===== config.mk =====
export PLATFORM = sky130hd
export DESIGN_NAME = code842_serializer_flat
export DESIGN_NICKNAME = d
export VERILOG_FILES = /design/src/rtl/code842_pkg.sv /design/src/rtl/code842_serializer_if.sv /design/src/rtl/code842_bit_timer.sv /design/src/rtl/code842_serializer.sv /design/src/flat_wrapper.sv
export SDC_FILE = /design/constraint.sdc
export NUM_CORES = 1
export LEC_CHECK = 0
export ABC_AREA = 1
export BUFFER_PORTS_ARGS = -buffer_cell sky130_fd_sc_hd__buf_2
export CAP_MARGIN = 20
export CORE_UTILIZATION = 50
export CTS_CLUSTER_SIZE = 10
export DETAILED_ROUTE_END_ITERATION = 6
export PLACE_DENSITY_LB_ADDON = 0.15
export REMOVE_ABC_BUFFERS = 1
export SYNTH_ARGS = -nofsm -noshare
export SYNTH_HDL_FRONTEND = slang
export SYNTH_SLANG_ARGS = --single-unit

===== constraint.sdc =====
create_clock -name clk -period 1.9 [get_ports clk]
set_clock_uncertainty 0.2 [all_clocks]
set_input_delay 0.38 -clock clk [delete_from_list [all_inputs] [get_ports clk]]
set_output_delay 0.38 -clock clk [all_outputs]
set_load 0.01 [all_outputs]

===== src/rtl/code842_pkg.sv =====
// -----------------------------------------------------------------------------
// code842_pkg
// Shared definitions for the 8-4-(-2)-(-1) code serializer: FSM state type,
// legal-codeword mask and data width, plus a small legality helper.
// -----------------------------------------------------------------------------
package code842_pkg;

    typedef enum logic [2:0] {
        IDLE,
        START,
        DATA,
        PARITY,
        STOP
    } state_t;

    // Bit n set means codeword n is one of the ten legal digits.
    localparam logic [15:0] LEGAL_MASK = 16'h8FF1;
    localparam int          DATA_BITS  = 4;

    function automatic logic is_legal(input logic [DATA_BITS-1:0] code);
        return LEGAL_MASK[code];
    endfunction

endpackage


===== src/rtl/code842_serializer_if.sv =====
// -----------------------------------------------------------------------------
// code842_serializer_if
// Valid/ready handshake carrying one coded digit from the converter.
//   in_code  : coded digit (weights 8,4,-2,-1), source -> serializer
//   in_valid : in_code is valid this cycle,   source -> serializer
//   in_ready : serializer can accept a digit, serializer -> source
// Modports: master = digit source, slave = serializer.
// -----------------------------------------------------------------------------
interface code842_serializer_if;
    import code842_pkg::*;

    logic [DATA_BITS-1:0] in_code;
    logic                 in_valid;
    logic                 in_ready;

    modport master (output in_code, output in_valid, input  in_ready);
    modport slave  (input  in_code, input  in_valid, output in_ready);

endinterface


===== src/rtl/code842_bit_timer.sv =====
// -----------------------------------------------------------------------------
// code842_bit_timer
// Paces the serial bit period. Counts 0..CLKS_PER_BIT-1 while enabled and
// raises bit_done for one cycle on the last count; held at 0 when disabled.
//   clk      : system clock
//   rst      : asynchronous active-high reset
//   en       : count enable (a frame is in progress)
//   bit_done : last cycle of the current bit period
// -----------------------------------------------------------------------------
module code842_bit_timer #(
    parameter int CLKS_PER_BIT = 4
) (
    input  logic clk,
    input  logic rst,
    input  logic en,
    output logic bit_done
);

    localparam logic [7:0] LAST_COUNT = 8'(CLKS_PER_BIT - 1);

    logic [7:0] count;

    // With CLKS_PER_BIT = 1 the count never leaves 0 and bit_done follows en.
    assign bit_done = en && (count == LAST_COUNT);

    // NOTE: sequential state uses non-blocking assignments and an asynchronous
    // reset in the sensitivity list, so every flop clears without a clock.
    always_ff @(posedge clk or posedge rst) begin
        if (rst) begin
            count <= '0;
        end else if (!en || bit_done) begin
            count <= '0;
        end else begin
            count <= count + 8'd1;
        end
    end

endmodule


===== src/rtl/code842_serializer.sv =====
// -----------------------------------------------------------------------------
// code842_serializer
// Accepts one coded digit per handshake. Legal digits are sent on tx as
// start(0), 4 data bits MSB first, even parity, stop(1), each bit lasting
// CLKS_PER_BIT cycles. Illegal digits are dropped, pulse err and bump a
// saturating counter.
//   clk     : system clock
//   rst     : asynchronous active-high reset
//   bus     : digit handshake (slave side)
//   tx      : serial line, idle high
//   busy    : a frame is in progress
//   err     : one-cycle pulse after an illegal digit is accepted
//   err_cnt : saturating count of illegal digits
// -----------------------------------------------------------------------------
module code842_serializer
    import code842_pkg::*;
#(
    parameter int CLKS_PER_BIT = 4
) (
    input  logic                 clk,
    input  logic                 rst,
    code842_serializer_if.slave  bus,
    output logic                 tx,
    output logic                 busy,
    output logic                 err,
    output logic [7:0]           err_cnt
);

    localparam logic [1:0] LAST_IDX = 2'(DATA_BITS - 1);

    state_t               state, state_next;
    logic [DATA_BITS-1:0] shift_reg;
    logic                 parity;
    logic [1:0]           bit_idx;
    logic                 bit_done;
    logic                 accept;
    logic                 legal;

    // Ready depends on registered state only, never on in_valid.
    assign bus.in_ready = (state == IDLE);
    assign busy         = (state != IDLE);
    assign accept       = bus.in_valid && bus.in_ready;
    assign legal        = is_legal(bus.in_code);

    code842_bit_timer #(
        .CLKS_PER_BIT (CLKS_PER_BIT)
    ) u_bit_timer (
        .clk      (clk),
        .rst      (rst),
        .en       (busy),
        .bit_done (bit_done)
    );

    always_ff @(posedge clk or posedge rst) begin
        if (rst) begin
            state <= IDLE;
        end else begin
            state <= state_next;
        end
    end

    // NOTE: every output of this block gets a default first, so no path
    // leaves a variable unassigned and no latch is inferred.
    always_comb begin
        state_next = state;
        tx         = 1'b1;
        unique case (state)
            IDLE: begin
                if (accept && legal) state_next = START;
            end
            START: begin
                tx = 1'b0;
                if (bit_done) state_next = DATA;
            end
            DATA: begin
                tx = shift_reg[DATA_BITS-1];
                if (bit_done && bit_idx == 2'd0) state_next = PARITY;
            end
            PARITY: begin
                tx = parity;
                if (bit_done) state_next = STOP;
            end
            STOP: begin
                if (bit_done) state_next = IDLE;
            end
            default: state_next = IDLE;
        endcase
    end

    // Data path: load on a legal accept, shift MSB-first at each DATA bit end.
    always_ff @(posedge clk or posedge rst) begin
        if (rst) begin
            shift_reg <= '0;
            parity    <= 1'b0;
            bit_idx   <= '0;
        end else if (state == IDLE) begin
            if (accept && legal) begin
                shift_reg <= bus.in_code;
                parity    <= ^bus.in_code;
                bit_idx   <= LAST_IDX;
            end
        end else if (state == DATA && bit_done) begin
            shift_reg <= {shift_reg[DATA_BITS-2:0], 1'b0};
            bit_idx   <= bit_idx - 2'd1;
        end
    end

    // Error flag and saturating error counter.
    always_ff @(posedge clk or posedge rst) begin
        if (rst) begin
            err     <= 1'b0;
            err_cnt <= '0;
        end else begin
            err <= accept && !legal;
            if (accept && !legal && err_cnt != 8'hFF) begin
                err_cnt <= err_cnt + 8'd1;
            end
        end
    end

endmodule

===== src/flat_wrapper.sv =====
// flat-port wrapper written by rule: the top's interface ports become plain ports
module code842_serializer_flat import code842_pkg::*;
#(
    parameter int CLKS_PER_BIT = 4
)
  (clk, rst, tx, busy, err, err_cnt, bus_in_code, bus_in_valid, bus_in_ready);
  code842_serializer_if bus_i ();
  input  logic clk;
  input  logic rst;
  output logic tx;
  output logic busy;
  output logic err;
  output logic [7:0] err_cnt;
  input wire logic [$bits(bus_i.in_code)-1:0] bus_in_code;
  input wire logic [$bits(bus_i.in_valid)-1:0] bus_in_valid;
  output wire logic [$bits(bus_i.in_ready)-1:0] bus_in_ready;
  assign bus_i.in_code = bus_in_code;
  assign bus_i.in_valid = bus_in_valid;
  assign bus_in_ready = bus_i.in_ready;
  code842_serializer #(.CLKS_PER_BIT(CLKS_PER_BIT)) u_core (.clk(clk), .rst(rst), .bus(bus_i), .tx(tx), .busy(busy), .err(err), .err_cnt(err_cnt));
endmodule

---- Word-level counts from Yosys, hierarchy flattened ----
Memories as Yosys holds them, arrays and structs flattened.
Index checks and enable logic that the tools add are counted.
W data, S select, Z words.
operators by class
  reduce and logical (&&, ||, !) cells .... 18
  shift operators ......................... 0
  divide/modulo/power cells ............... 0
  $mul .................................... 0
  bitwise operators ....................... 0
  muxes and demuxes ....................... 15
  $lt $le $gt $ge ......................... 1
  $add $sub $neg .......................... 3
  equality and inequality tests ........... 11
operators with widths
  cell                   count
  $add A8 B1 Y8 const B  2
  $mux W3                5
  $pmux W3 S5            1
  $mux W4                3
  $eq A8 B2 Y1 const B   1
  $mux W8                1
  $ne A2 B1 Y1 const B   4
  $ne A8 B8 Y1 const B   1
  $logic_and A1 B1 Y1    7
  $eq A3 B2 Y1 const B   2
  $mux W2                3
  $lt A4 B5 Y1 const B   1
  $reduce_and A5 Y1      1
  $reduce_and A2 Y1      2
  $reduce_xor A4 Y1      1
  $eq A3 B1 Y1 const B   1
  $eq A3 B3 Y1 const B   1
  $logic_not A3 Y1       1
  $pmux W1 S3            1
  $reduce_bool A3 Y1     1
  $logic_not A1 Y1       2
  $logic_not A2 Y1       1
  $ne A2 B2 Y1 const B   1
  $reduce_bool A2 Y1     1
  other kinds (3)        3
storage, ports and cells
  memories ................................ 1
  bits in registers ....................... 27
  word-level logic and storage cells ...... 56
  input bits .............................. 7
  bits in writable memories ............... 0
  bits in latches ......................... 0
  ROM bits ................................ 16
memory list
  memory            depth  width  rd ports  clocked after Yosys merged registers in  write ports  line               RTL
  (name not given)  16     1      1         0                                        0            code842_pkg.sv:21  return LEGAL_MASK[code];

---- Logic depth before layout (Yosys ltp) ----
Gate-level depths: netlist of run 1.
  word-level depth ........................ 5
  depth in mapped cells ................... 11

---- By module ----
From an unflattened synthesis of run 1, not the netlist that was laid out.
second synthesis, totals
  cells, all modules ...................... 216
  area, all modules ....................... 1,602.8 um^2
modules (own cells, without submodules)
  module              cells an instance  times used  area an instance (um^2)
  code842_serializer  159                1           1,173.6
  code842_bit_timer   57                 1           429.2

---- Worst setup path after synthesis of run 1 ----
Ideal clock, no wire load.
  path type ............................... register -> register
  from .................................... reg u_core.err_cnt[0]
  to ...................................... reg u_core.err_cnt[0]
  arrival ................................. 1,245 ps
  path slack .............................. 328 ps
  buffers on the path ..................... 1
  stages on the path, launching flop included .. 8
  required time ........................... 1,573 ps
  library setup time ...................... 127 ps
  cells stage by stage .................... dfrtp_1 -> ha_1 -> nand3_1 -> nor2_1 -> nand3_1 -> nand2_2 -> buf_6 -> xnor2_2
on the way
  cells in the longest elaborated chain, start to end .. 2
ends and longest elaborated chain
  what                                                   line                       RTL
  from (decl)                                            code842_serializer.sv:26   output logic [7:0] err_cnt
  from (signal assigned)                                 code842_serializer.sv:116  err_cnt <= err_cnt + 8'd1;
  branches (longest 2 deep; another with $add A8 B1 Y8)  -
Parallel ways; which one is timed is not known.
A chain may end at the register's enable or synchronous reset.

---- Final worst setup path of run 1 ----
  from .................................... reg u_core.state[0]
  to ...................................... out tx
on the way
  cells in the longest elaborated chain, start to end .. 2
ends and longest elaborated chain
  what                                          line                      RTL
  from (decl)                                   code842_serializer.sv:31  state_t state, state_next;
  from (signal assigned)                        code842_serializer.sv:58  state <= state_next;
  $eq A3 B2 Y1 or $eq A3 B1 Y1 (tied branches)  code842_serializer.sv:67  unique case (state)
  $pmux W1 S3 (*)                               code842_serializer.sv:67
  to (decl)                                     flat_wrapper.sv:10        output logic tx;
Mark *: on every way between the ends. The rest lies on a longest branch, timed or not.

==> impl_results.md, run 1 <==
- Max-slew headroom: 77.4%
- Number of port buffers: 18
- Die height: just under 60 µm
- CP startpoint: u_core.state[0]$_DFFE_PP0P_
- Final Max Tran Viols: 0
- P_leak: approximately 0.93 nW
- Final WS setup: ~0.017 ns
- Mux cell area share after synthesis: 0%
- Multi-input logic area: 774 µm²
- CTS buffer count: 3
- Non-Filler Instances: 243
- HPWL after DPL: 2.04 mm
- Reg2reg path depth: 10
- Reg area: 679 µm²
- H-tree level count: 1
- First-pass GRT wire length: between 4 and 5 mm
- Clk sink count: 27
- CTS tree: done
- RSZ-0062 raised after global routing: true
- CP Class: flop to primary output
- Endpoints failing setup: 0
- Fin crit period: 1.88 ns
- Adder-cell share of the synthesized area: about 4.0%
- Initial DRC count: 67
- GPL Wtd Cong: ~0.84
- Worst EP arrival: about 1.3 ns
- Post-Synth Simple-Gate Area: 32.9%
- Count of nets after finishing: 225
- # DRC: 0
- Final Hold Viols: 0
- Largest net degree at the start of global routing: 28
- Number of global-route vias before repair: 1121
- Status: finished clean
- Antenna Nets Post-Route: 0
- Hold_sp: bus_in_code[0]
- DRT Pass-1 Iters: 4
- Synthesis-to-finish area growth: 14.7%
- Vias after detailed routing: around 1200
- Post-DR vias/cell: 5.08
- Sequential area share after synthesis: 43.5%
- Critical path startpoint category: flop
- Final WL: approximately 2.8 mm
- Synth Warn #: 0
- Clock Pin Slew Worst Setup and Hold Paths: 0.15 ns
- Fmax achieved: 0.531 GHz
- Root buf cell: clkbuf_4
- Commonest non-fill, non-tap cell in the layout: nand2_1
- Worst-Skew Late Latency: 0.33 ns
- Power consumption: 2.50 mW
- Largest family of logic cells by synthesized area: simple AND/OR/NAND/NOR gates
- Global route overflow: 0
- Die area: 0.00334 mm²
- XOR/XNOR share of the synthesized area: 5.56%
- PwrDens: 1400 mW/mm²
- WHS Path Cells: 3
- Cell Area, Synth: approximately 0.0016 mm²
- Initial antenna violation count: 0
- Max Root-Sink Buffers: 2
- Max Cap Viol: 0
- Cell count after synthesis: 185
- Site Rows: 19
- Hold crit path type: primary input to flop
- #FFs+latches synth: 27
- Total core area: 0.00285 mm²
- Critical Path End Type: primary output
- Cells after DPL: roughly 230
- Final Cycle Share: 99.1%
- Worst R2R Start: u_core.state[1]$_DFFE_PP0P_
- Share of layout cells above drive strength 1: 29.2%
- Maximum VDD drop: 0.756 mV
- GRT Overall Usage: between 10% and 20%
- Critical path peak fanout: 4
- Compound-Gate Fraction of Synth Area: 5.96%
- Initial core utilization: 54.5%
- Ports: 19
- Fillers: 262
- Synthesized area per cell: 8.40 µm²
- Worst-margin pin slew: 0.339 ns
- ANT cells: 0
- WP data required: 1.32 ns
- DP Worst Slack: ~0.093 ns
- Wire per inst: between 10 and 15 µm
- Cell variety after synth: 30
- Die X: 57.8 µm
- Most frequent cells in the layout: nand2_1, dfrtp_1, nor2_1, buf_2, inv_1
[area by class of cell]
type                       count  area share, %
clock buffer                   4           1.47
multi-input combinational    132           43.4
timing repair buffer          26           9.61
inverter                      23           5.19
tap                           31           2.18
sequential                    27           38.1
[report_power, final]
group          switching, mW  total (mW)  leakage [nW]  internal [mW]
Clock                  0.174       0.256        0.0150         0.0824
Sequential             0.154       0.907         0.346          0.753
Combinational          0.752        1.34         0.566          0.589
[routing by layer]
metal | GRT usage, % | wire length (µm) | vias up
li1 | - | - | 636
met1 | 25.9 | 1340 | 586
met2 | 29.6 | 1350 | 9
met3 | 2.46 | 63 | 4
met4 | 7.48 | 39 | 0
met5 | 0 | 0 | -
[worst max-delay path, stage by stage (launching register included)]
cell,delay (ns)
dfrtp_2,0.48
nor2_4,0.13
nand2_2,0.07
inv_2,0.05
nand2_1,0.04
nand4_1,0.06
buf_2,0.13
[cells by family after synthesis]
kind of cell             Yosys count
AND/OR/NAND/NOR                  104
XOR/XNOR                           9
AO/OA/AOI/OAI                     14
adder cells (fa/ha/maj)            5
buffers and inverters             26
flip-flops                        27
[worst paths after layout]
check / endpoint / slack (ns)
min reg2reg: u_core.u_bit_timer.count[0]$_DFF_PP0_ / 0.27
min in group asynchronous: u_core.u_bit_timer.count[6]$_DFF_PP0_ / 0.42
min: u_core.shift_reg[0]$_DFFE_PP0P_ / 0.09
max reg2reg: u_core.err_cnt[1]$_DFFE_PP0P_ / 0.19
max in group asynchronous: u_core.state[2]$_DFFE_PP0P_ / 0.81
max: tx / 0.02
[cell usage after synthesis]
master,instances,area (µm²)
a21oi_1,3,15.0
a21oi_2,2,17.5
buf_6,3,33.8
clkinv_2,1,5.00
dfrtp_1,27,676
ha_1,5,62.6
inv_1,17,63.8
inv_2,4,15.0
inv_6,1,8.76
nand2_1,46,173
nand2_2,6,37.5
nand2_4,3,33.8
nand3_1,13,65.1
nand3_2,1,10.0
nand4_1,5,31.3
nor2_1,19,71.3
nor2_2,1,6.26
nor2_4,1,11.3
nor2_8,1,20.0
nor3_1,2,10.0
nor3b_1,3,22.5
nor4_1,1,6.26
o21a_1,3,22.5
o21ai_0,1,5.00
o21ai_1,3,15.0
o21ai_2,2,17.5
or2_2,2,12.5
xnor2_1,7,61.3
xnor2_2,1,16.3
xor2_1,1,8.76
[what timing repair did]
item,4_1_cts,5_1_grt
hold buffers,1,0
gates resized for setup,3,9
hold endpoints to repair,27,0
pin swaps,2,2
endpoints found under the setup margin,2,8
buffers inserted,2,2
[through the flow]
step	setup TNS (ns)	cell area (µm²)	utilization, %	hold WS (ns)
6_report	0	1780	62.5	0.0925
5_1_grt	-0.0711	1780	62.5	0.0944
3_5_place_dp	0	1670	58.6	0.253
4_1_cts	-0.0243	1740	61.0	0.0825
2_1_floorplan	0	1520	-	0.231
3_3_place_gp	0	1670	58.6	0.248
No activity file was read; power rests on OpenSTA's default activity.
==> run 2: changes to the inputs <==
- CTS_BUF_LIST: not set -> sky130_fd_sc_hd__clkbuf_8
- GPL_ROUTABILITY_DRIVEN: not set -> 0
==> run 2 against run 1 <==
  * Die area is the same
  * Hold slack gained 0.071 ns
  * First-iteration DRC count shrank 49%
  * Non-clock buffer count shrank 4
  * Critical path type unchanged
==> impl_results.md, run 2 (synthesis gave the netlist of run 1 again) <==
- Worst-Skew Late Latency: 0.27 ns
- Cells after DPL: 234
- Die area: ~0.0033 mm²
- Worst EP arrival: 1.25 ns
- Critical path startpoint category: flop
- Most frequent cells in the layout: nand2_1, dfrtp_1, nor2_1, inv_1, buf_2
- Initial core utilization: a little over half
- Antenna Nets Post-Route: 0
- Number of port buffers: 18
- GRT Max-Usage Layer: met2
- Met3 GRT Util: 3.35%
- Critical Path End Type: primary output
- Post-CTS setup buffers: 0
- Non-Filler Instances: 239
- Clk sink count: 27
- First-pass GRT wire length: ~4.7 mm
- Endpoints failing setup: 0
- Initial antenna violation count: 0
- Site Rows: 19
- Ports: 19
- DRT Pass-1 Iters: 4
- Final WS setup: roughly 0.065 ns
- Psw: 1.04 mW
- H-tree level count: 1
- Share of layout cells above drive strength 1: 25.5%
- Maximum VDD drop: 0.711 mV
- Met2 usage in global routing: 28.1%
- WP data required: 1.32 ns
- Commonest non-fill, non-tap cell in the layout: nand2_1
- Root buf cell: clkbuf_8
- Seq pwr share: 37.8%
- Vias after detailed routing: 1230
- Sw Ratio: 43.1%
- CP Class: flop to primary output
- Hold Slack: about 0.16 ns
- Worst-margin pin slew: 0.344 ns
- Wire per inst: 11.3 µm
- Power consumption: 2.40 mW
- Critical path peak fanout: 9
- Final WL: 2.70 mm
- Met1 Use GR: 25.5%
- Final Hold Viols: 0
- Total core area: 0.00285 mm²
- Int Pwr: 1.37 mW
- Max-slew headroom: 77.1%
- Final Max Tran Viols: 0
- Clock power share: 13.4%
- Post-DR vias/cell: 5.15
- Fmax achieved: 0.545 GHz
- Number of global-route vias before repair: 1102
- DP Worst Slack: 0.0929 ns
- GRT Overall Usage: 18.1%
- Clock Pin Slew Worst Setup and Hold Paths: 0.09 ns
- RSZ-0062 raised after global routing: true
- Fin crit period: 1.83 ns
- Comb pwr share: about half
- Largest net degree at the start of global routing: 28
- Global route overflow: 0
- Initial DRC count: 34
- Die height: 57.8 µm
- PwrDens: 1380 mW/mm²
- Final Cycle Share: between 90% and 100%
- Max Root-Sink Buffers: 2
- # DRC: 0
- Hold crit path type: primary input to flop
- Die X: 57.8 µm
- Count of nets after finishing: 221
- P_leak: slightly above 0.9 nW
- Synthesis-to-finish area growth: 12.1%
- HPWL after DPL: 2.04 mm
- Fillers: 271
- CTS buffer count: 3
- CTS tree: done
- ANT cells: 0
- Max Cap Viol: 0
- Status: finished clean
==> run 2: cell count changes in the layout (fill, tap and decap cells not counted), sizes merged <==
| cell | change |
|---|---|
| inv | +1 |
| buf | -4 |
| clkbuf | -1 |
==> run 2: final timing paths <==
path,depth (start not counted),slack (ns),start,endpoint
max reg2reg,7,0.18,u_core.u_bit_timer.count[0]$_DFF_PP0_,u_core.shift_reg[2]$_DFFE_PP0P_
min,3,0.16,bus_in_code[0],u_core.shift_reg[0]$_DFFE_PP0P_
max,4,0.07,u_core.state[1]$_DFFE_PP0P_,bus_in_ready
min reg2reg,1,0.26,u_core.u_bit_timer.count[0]$_DFF_PP0_,u_core.u_bit_timer.count[0]$_DFF_PP0_
min in group asynchronous,4,0.49,rst,u_core.err_cnt[0]$_DFFE_PP0P_
max in group asynchronous,4,0.72,rst,u_core.state[0]$_DFFE_PP0P_
==> run 2: per-stage QoR <==
| step | cell area [µm²] | util [%] | setup TNS, ns |
|---|---|---|---|
| floorplan | 1520 | - | 0 |
| global placement | 1670 | 58.6 | 0 |
| detailed placement | 1670 | 58.6 | 0 |
| CTS | 1730 | 60.5 | 0 |
| global route | 1740 | 61.1 | -0.0168 |
| finish | 1740 | 61.1 | 0 |
==> run 2: critical path, stage by stage, from the launching register on <==
cell,delay (ns)
dfrtp_2,0.45
nor2_4,0.17
nand2_4,0.14
inv_6,0.10
buf_2,0.12
==> run 2: layout make-up <==
| type | instances | area (µm²) | area share, % |
|---|---|---|---|
| Clock inverter | 1 | 3.75 | 0.216 |
| Sequential cell | 27 | 678 | 38.9 |
| Timing Repair Buffer | 22 | 123 | 7.04 |
| Clock buffer | 3 | 41.3 | 2.37 |
| Tap cell | 31 | 38.8 | 2.23 |
| Inverter | 23 | 92.6 | 5.32 |
| Multi-Input combinational cell | 132 | 764 | 43.9 |
==> run 2: what timing repair did <==
item,in CTS,in global routing
endpoints found under the setup margin,0,5
hold buffers,1,0
hold endpoints to repair,27,0
gates resized for setup,0,5
==> run 2: layer usage <==
layer | wire length [µm] | part of all wire [%]
met5 | 0 | 0
met3 | 64 | 2.4
met1 | 1290 | 48
met4 | 27 | 1.0
met2 | 1310 | 49
==> run 2: power by group through the flow <==
stage | clock [mW] | combinational (mW) | sequential [mW]
2_1_floorplan | 0 | 0.843 | 0.906
3_3_place_gp | 0 | 1.12 | 0.899
3_5_place_dp | 0 | 1.16 | 0.905
4_1_cts | 0.334 | 1.17 | 0.893
5_1_grt | 0.359 | 1.31 | 0.931
6_report | 0.321 | 1.17 | 0.907
